### src/rtl/router_port_arbiter.sv
// Per-destination-port round-robin packet arbiter: holds a grant for a whole
// packet by counting the granted source's byte strobes against its len field.
module router_port_arbiter #(
    parameter int unsigned NUM_SRC = 4,
    parameter int unsigned MIN_LEN = 10,
    parameter int unsigned MAX_LEN = 255
) (
    input  logic                 clk,
    input  logic                 reset,
    input  logic                 port_en,
    input  logic [NUM_SRC-1:0]   req,
    input  logic [32*NUM_SRC-1:0] pkt_len,
    input  logic [NUM_SRC-1:0]   in_valid,
    output logic [NUM_SRC-1:0]   grant,
    output logic                 busy,
    output logic                 pkt_done,
    output logic [1:0]           last_src,
    output logic [31:0]          pkt_count
);

    localparam int unsigned SRC_W = 2;
    localparam int unsigned CNT_W = 8;
    localparam int unsigned LEN_W = 32;

    typedef enum logic [1:0] {
        IDLE = 2'd0,
        XFER = 2'd1,
        GAP  = 2'd2
    } state_e;

    state_e             state_q, state_d;
    logic [NUM_SRC-1:0] grant_q, grant_d;
    logic               busy_q, busy_d;
    logic               pkt_done_q, pkt_done_d;
    logic [SRC_W-1:0]   last_src_q, last_src_d;
    logic [LEN_W-1:0]   pkt_count_q, pkt_count_d;
    logic [SRC_W-1:0]   ptr_q, ptr_d;
    logic [CNT_W-1:0]   cnt_q, cnt_d;

    logic [NUM_SRC-1:0] eligible;
    logic               win_found;
    logic [SRC_W-1:0]   win_idx;
    logic [SRC_W-1:0]   scan_idx;
    logic [LEN_W-1:0]   win_len;

    // Saturate the header length field into the 8-bit beat budget
    function automatic logic [CNT_W-1:0] clamp_len(input logic [LEN_W-1:0] len);
        if (len < LEN_W'(MIN_LEN)) begin
            return CNT_W'(MIN_LEN);
        end else if (len > LEN_W'(MAX_LEN)) begin
            return CNT_W'(MAX_LEN);
        end else begin
            return CNT_W'(len);
        end
    endfunction

    // Round-robin pick: first eligible source scanning upward from ptr
    always_comb begin
        eligible  = req & {NUM_SRC{port_en}};
        win_found = 1'b0;
        win_idx   = '0;
        scan_idx  = '0;
        for (int k = 0; k < int'(NUM_SRC); k++) begin
            scan_idx = ptr_q + SRC_W'(k);
            if (!win_found && eligible[scan_idx]) begin
                win_found = 1'b1;
                win_idx   = scan_idx;
            end
        end
        win_len = pkt_len[LEN_W*win_idx +: LEN_W];
    end

    // Next-state and registered-output logic
    always_comb begin
        state_d     = state_q;
        grant_d     = grant_q;
        pkt_done_d  = 1'b0;
        last_src_d  = last_src_q;
        pkt_count_d = pkt_count_q;
        ptr_d       = ptr_q;
        cnt_d       = cnt_q;

        unique case (state_q)
            IDLE: begin
                if (win_found) begin
                    grant_d          = '0;
                    grant_d[win_idx] = 1'b1;
                    last_src_d       = win_idx;
                    cnt_d            = clamp_len(win_len);
                    state_d          = XFER;
                end
            end
            XFER: begin
                if (in_valid[last_src_q]) begin
                    if (cnt_q == CNT_W'(1)) begin
                        grant_d     = '0;
                        pkt_done_d  = 1'b1;
                        pkt_count_d = pkt_count_q + LEN_W'(1);
                        ptr_d       = last_src_q + SRC_W'(1);
                        cnt_d       = '0;
                        state_d     = GAP;
                    end else begin
                        cnt_d = cnt_q - CNT_W'(1);
                    end
                end
            end
            GAP: begin
                state_d = IDLE;
            end
            default: begin
                state_d = IDLE;
                grant_d = '0;
            end
        endcase

        busy_d = (state_d != IDLE);
    end

    // State and output registers
    always_ff @(posedge clk or negedge reset) begin
        if (!reset) begin
            state_q     <= IDLE;
            grant_q     <= '0;
            busy_q      <= 1'b0;
            pkt_done_q  <= 1'b0;
            last_src_q  <= '0;
            pkt_count_q <= '0;
            ptr_q       <= '0;
            cnt_q       <= '0;
        end else begin
            state_q     <= state_d;
            grant_q     <= grant_d;
            busy_q      <= busy_d;
            pkt_done_q  <= pkt_done_d;
            last_src_q  <= last_src_d;
            pkt_count_q <= pkt_count_d;
            ptr_q       <= ptr_d;
            cnt_q       <= cnt_d;
        end
    end

    assign grant     = grant_q;
    assign busy      = busy_q;
    assign pkt_done  = pkt_done_q;
    assign last_src  = last_src_q;
    assign pkt_count = pkt_count_q;

endmodule

### config.mk
export PLATFORM = sky130hd
export DESIGN_NAME = router_port_arbiter
export DESIGN_NICKNAME = d
export VERILOG_FILES = /design/src/rtl/router_port_arbiter.sv
export SDC_FILE = /design/constraint.sdc
export NUM_CORES = 1
export LEC_CHECK = 0
export CAP_MARGIN = 20
export CORE_ASPECT_RATIO = 0.75
export CORE_MARGIN = 2
export CORE_UTILIZATION = 26
export CTS_CLUSTER_DIAMETER = 150
export DETAILED_ROUTE_END_ITERATION = 10
export GPL_TIMING_DRIVEN = 0
export PLACE_DENSITY = 0.56
export SKIP_CTS_REPAIR_TIMING = 1
export SYNTH_ARGS = -nofsm -noshare
export SYNTH_HDL_FRONTEND = slang
export SYNTH_SLANG_ARGS = --single-unit
### constraint.sdc
create_clock -name clk -period 7.04 [get_ports clk]
set_clock_uncertainty 0.2 [all_clocks]
set_input_delay 1.056 -clock clk [delete_from_list [all_inputs] [get_ports clk]]
set_output_delay 1.056 -clock clk [all_outputs]
set_load 0.005 [all_outputs]
---- After elaboration in Yosys (flattened, before gate mapping) ----
Cells that the tools add are included.
cells by class
  $add $sub $neg .......................... 6
  multipliers ............................. 0
  div/mod/pow operators ................... 0
  $lt $le $gt $ge ......................... 9
  eq/ne operators ......................... 6
  shift-type cells ........................ 1
  multiplexer cells ....................... 37
  bitwise operators ....................... 2
  reduce and logical (&&, ||, !) cells .... 14
operators with widths
  operator                 number
  $shiftx A128 B8 Y32      1
  $mux W8                  5
  $add A32 B1 Y32 const B  1
  $gt A32 B8 Y1 const B    1
  $lt A32 B4 Y1 const B    1
  $lt A2 B3 Y1 const B     6
  $pmux W8 S2              1
  $mux W2                  7
  $mux W1                  13
  $mux W4                  3
  $pmux W4 S3              1
  $bmux W1 S2              5
  $eq A8 B1 Y1 const B     1
  $sub A8 B1 Y8 const B    1
  $ne A2 B2 Y1 const B     3
  $reduce_and A3 Y1        2
  $add A2 B1 Y2 const B    2
  $add A2 B2 Y2 const B    2
  $and A4 B4 Y4            1
  $logic_and A1 B1 Y1      4
  $pmux W2 S2              1
  $reduce_and A4 Y1        1
  $reduce_bool A2 Y1       2
  $logic_not A1 Y1         3
  7 further kinds          7
storage, ports and cells
  register bits ........................... 52
  latch bits .............................. 0
  RAM bits ................................ 0
  memory bits (read-only) ................. 0
  input port bits ......................... 139
  logic and storage cells ................. 83
  memories kept ........................... 0

---- Longest topological paths before layout ----
  depth after elaboration ................. 19
  mapped depth ............................ 10

---- Worst setup path before layout ----
OpenSTA, ideal clock, no wires.
  path kind ............................... input to register
  from .................................... input port req[2]
  to ...................................... register cnt_q[0]
  setup time .............................. 140 ps
  data arrival time ....................... 2773 ps
  required time ........................... 6700 ps
  path slack .............................. 3926 ps
  stages .................................. 8
  path buffers ............................ 2
  cell sequence ........................... and3b_1 > o21ai_2 > a311oi_4 > buf_8 > buf_12 > mux4_2 > o2111ai_1 > o211ai_1
on the way
  word-level cells in the longest chain between the ends .. 19
  elaborated cells between the ends (all ways) .. 32
RTL lines
  element                        line  RTL
  from (decl)                    11    input logic [NUM_SRC-1:0] req,
  $and A4 B4 Y4 *                59    eligible = req & {NUM_SRC{port_en}};
  $bmux W1 S2                    65    if (!win_found && eligible[scan_idx]) begin
  $mux W1 (not written as such)  65
  $mux W1                        65
  $logic_not A1 Y1               65
  $logic_and A1 B1 Y1            65
  $mux W1                        65
  $logic_not A1 Y1               65
  [... 3 more ...]               --
  $logic_and A1 B1 Y1            65
  $mux W2                        65
  $shiftx A128 B8 Y32            70    win_len = pkt_len[LEN_W*win_idx +: LEN_W];
  $gt A32 B8 Y1                  50    end else if (len > LEN_W'(MAX_LEN)) begin
  $mux W8                        50
  $mux W8                        48    if (len < LEN_W'(MIN_LEN)) begin
  $mux W8                        85    if (win_found) begin
  $pmux W8 S2                    83    unique case (state_q)
  to (signal assigned)           138   cnt_q <= cnt_d;
  to (decl)                      38    logic [CNT_W-1:0] cnt_q, cnt_d;
Every way passes the cells marked *; elsewhere a longest branch is shown, timed or not. The select of a mux whose other input is x is not followed.
A chain may end at the register's enable or synchronous reset.

---- Final worst setup path ----
  from .................................... input port port_en
  to ...................................... register cnt_q[1]
on the way
  word-level cells in the longest chain between the ends .. 19
  elaborated cells between the ends (all ways) .. 32
RTL lines
  element                        line  RTL
  from (decl)                    10    input logic port_en,
  $and A4 B4 Y4 *                59
  $bmux W1 S2                    65
  $mux W1 (not written as such)  65
  $mux W1                        65
  $logic_not A1 Y1               65
  $logic_and A1 B1 Y1            65
  $mux W1                        65
  $logic_not A1 Y1               65
  [... 3 more ...]               --
  $logic_and A1 B1 Y1            65
  $mux W2                        65
  $shiftx A128 B8 Y32            70
  $gt A32 B8 Y1                  50
  $mux W8                        50
  $mux W8                        48
  $mux W8                        85
  $pmux W8 S2                    83
Marks and branches as above.

==> run_results.csv <==
group,metric,value,unit
cts,root_buffer,"clkbuf_16",
floorplan,start_util,27.1,%
synthesis,async_reset_ff_share,100,%
flow_run,cap_viol_max_count,0,
pwr,vdd_drop_max,136,uV
synthesis,mappedNetlistArea,0.00318,sq mm
synthesis,synth_cells,327,
route,drcViolationCount,0,
timing,slew_violations,0,
grt,grt_usage,16.4,%
synthesis,syn_area_per_cell,9.71,sq um
layout,nets,655,
layout,final_common_cell,"clkdlybuf4s50_1",
cts,cts_num_sinks,52,
layout,diodes,0,
synthesis,synth.ff_latch_count,52,
critical_path,arrival,3.72,ns
timing,rsz0062_at_grt,"false",
route,wirelength,10600,microns
hold_path,hold_path_class,"flop to flop",
grt,grt_first_pass_wirelength,17200,microns
placed_design,dp_hpwl,8980,microns
pwr,power_density,196,mW/mm^2
cts,cts_inserted_buffers,5,
synthesis,yosysSeqAreaShare,41.0,%
synthesis,synth_edf_count,0,
floorplan,rows,34,
route,routed-via-count,3153,
placed_design,gp_congestion,0.816,
layout,fillCellCount,1149,
route,viasPerCell,4.66,
floorplan,core_area,0.0117,sq mm
cts,htree_levels,2,
synthesis,synthDistinctLibCells,58,
critical_path,cp.required,7.01,ns
route,wl_per_cell,15.7,microns
synthesis,yosysWarnings,0,
floorplan,die_h,99.7,microns
pwr,power.leakage,2.08,nW
critical_path,worstSetupStartpointType,"primary input",
route,ant_nets,0,
cts,clock_path_buffers,2,
layout,most-common-layout-cells,"clkdlybuf4s50_1 (177), dfrtp_1 (52), nand2_1 (42)",
timing,timing.hold.ws,0.269,ns
placed_design,port-buffer-count,178,
cts,clk_pin_slew,0.07,ns
floorplan,ioPinCount,179,
timing,max_freq,267,MHz
route,drt_first_iter_violations,101,
timing,finalCritPeriodShare,53.2,%
layout,area_growth,67.5,%
status,status,"finished, final reports clean",
pwr,p_total,1.04,mW
critical_path,cp_max_fo,10,
synthesis,synth_ff_type,"dfrtp_1",
synthesis,synth_nets,469,
grt,overflow,0,
critical_path,critPathCaptureType,"flop",
timing,timing.slew.headroom,47.9,%
cts,clock_latency,0.29,ns
grt,grt_max_degree,34,
route,first_pass_iters,4,
grt,grt_antenna_before_repair,0,
timing,setup_violations,0,
timing,hold_violations,0,
critical_path,crit_type,"primary input to flop",
cts,cts_tree,"done",
timing,fin_setup_tns,0,ns
timing,fin_crit,3.74,ns
floorplan,die_w,132,microns
grt,grt_pass1_vias,3271,
layout,drive_above_1_share,5.06,%
timing,worstMarginPinSlew,0.781,ns
floorplan,dieArea,0.0131,sq mm
==> worst max-delay path, stage by stage <==
cell and delay (ns):
clkdlybuf4s50_1 0.53, a31oi_1 0.21, o21ai_0 0.10, a21oi_1 0.65, buf_2 0.40, mux2i_4 0.34
a21oi_1 0.09, a221o_1 0.33
==> per-layer routing <==
metal / part of all wire, % / GRT usage (%)
met4: 1.2 / 3.26
met3: 4.4 / 3.98
met2: 46 / 26.1
met1: 48 / 22.9
met5: 0 / 0
==> cells in the mapped netlist (all sizes together) (2+ instances only) <==
master	instances	area (sq um)
inv	10	37.5
o211ai	4	30.0
nand3	10	50.1
and3	6	37.5
clkbuf	3	11.3
nand4	11	68.8
nor4	27	190
mux4	3	71.3
nor2	26	103
or2	2	12.5
and4	2	17.5
nor3	7	35.0
dfrtp	52	1300
nand2	42	158
or4	2	18.8
o31ai	2	15.0
o21a	2	15.0
xor2	10	87.6
nand2b	6	37.5
xnor2	22	193
mux2i	23	246
ha	3	37.5
and2	2	12.5
or3	2	12.5
o21ai	18	93.8
a21oi	8	40.0
and3b	2	17.5
buf	3	40.0
==> state kept, by name (all words and copies together), names as in the netlist <==
register	cells
last_src	2
grant	4
pkt_done	1
ptr_q	2
state_q	2
cnt_q	8
pkt_count	32
busy	1
==> worst paths after layout <==
| path | slack [ns] | start | depth (start not counted) | end |
|---|---|---|---|---|
| max | 3.30 | port_en | 8 | cnt_q[1] |
| min | 0.27 | pkt_count[31] | 1 | pkt_count[31] |
| max reg2reg | 4.21 | ptr_q[0] | 8 | cnt_q[1] |
| min reg2reg | 0.27 | pkt_count[31] | 1 | pkt_count[31] |
| max in group asynchronous | 5.54 | reset | 2 | pkt_count[11] |
| min in group asynchronous | 0.54 | reset | 1 | busy |
==> through the flow <==
step,instance area [sq um],setup slack [ns],utilization [%],instances
finish,5320,3.30,45.3,676
global placement,5160,3.04,44.0,667
CTS,5320,3.30,45.3,676
global route,5320,3.09,45.3,676
detailed placement,5180,3.00,44.1,668
floorplan,3180,3.93,-,327
==> where the power goes <==
part / internal (mW) / switching (mW)
sequential: 0.344 / 0.0590
combinational: 0.212 / 0.177
clock: 0.142 / 0.106
==> final cells by class <==
class / count / area (sq um) / area share (%)
plain buffers: 6 / 51.3 / 0.964
clock buffers: 8 / 146 / 2.75
inverters: 10 / 37.5 / 0.705
multi-input cells: 259 / 1790 / 33.6
flip-flops and latches: 52 / 1300 / 24.4
well taps: 162 / 203 / 3.81
repair buffers: 179 / 1800 / 33.8
==> kinds of logic (layout without fill, tap and decap cells) <==
kind of cell,Yosys count,in the layout,synth area share [%]
AO/OA/AOI/OAI,46,46,10.6
XOR/XNOR,32,32,8.82
adder cells (fa/ha/maj),3,3,1.18
buffers and inverters,16,203,2.80
flip-flops,52,52,41.0
multiplexers,27,27,10.4
AND/OR/NAND/NOR,151,151,25.3
Power figures use the tool's default switching activity.
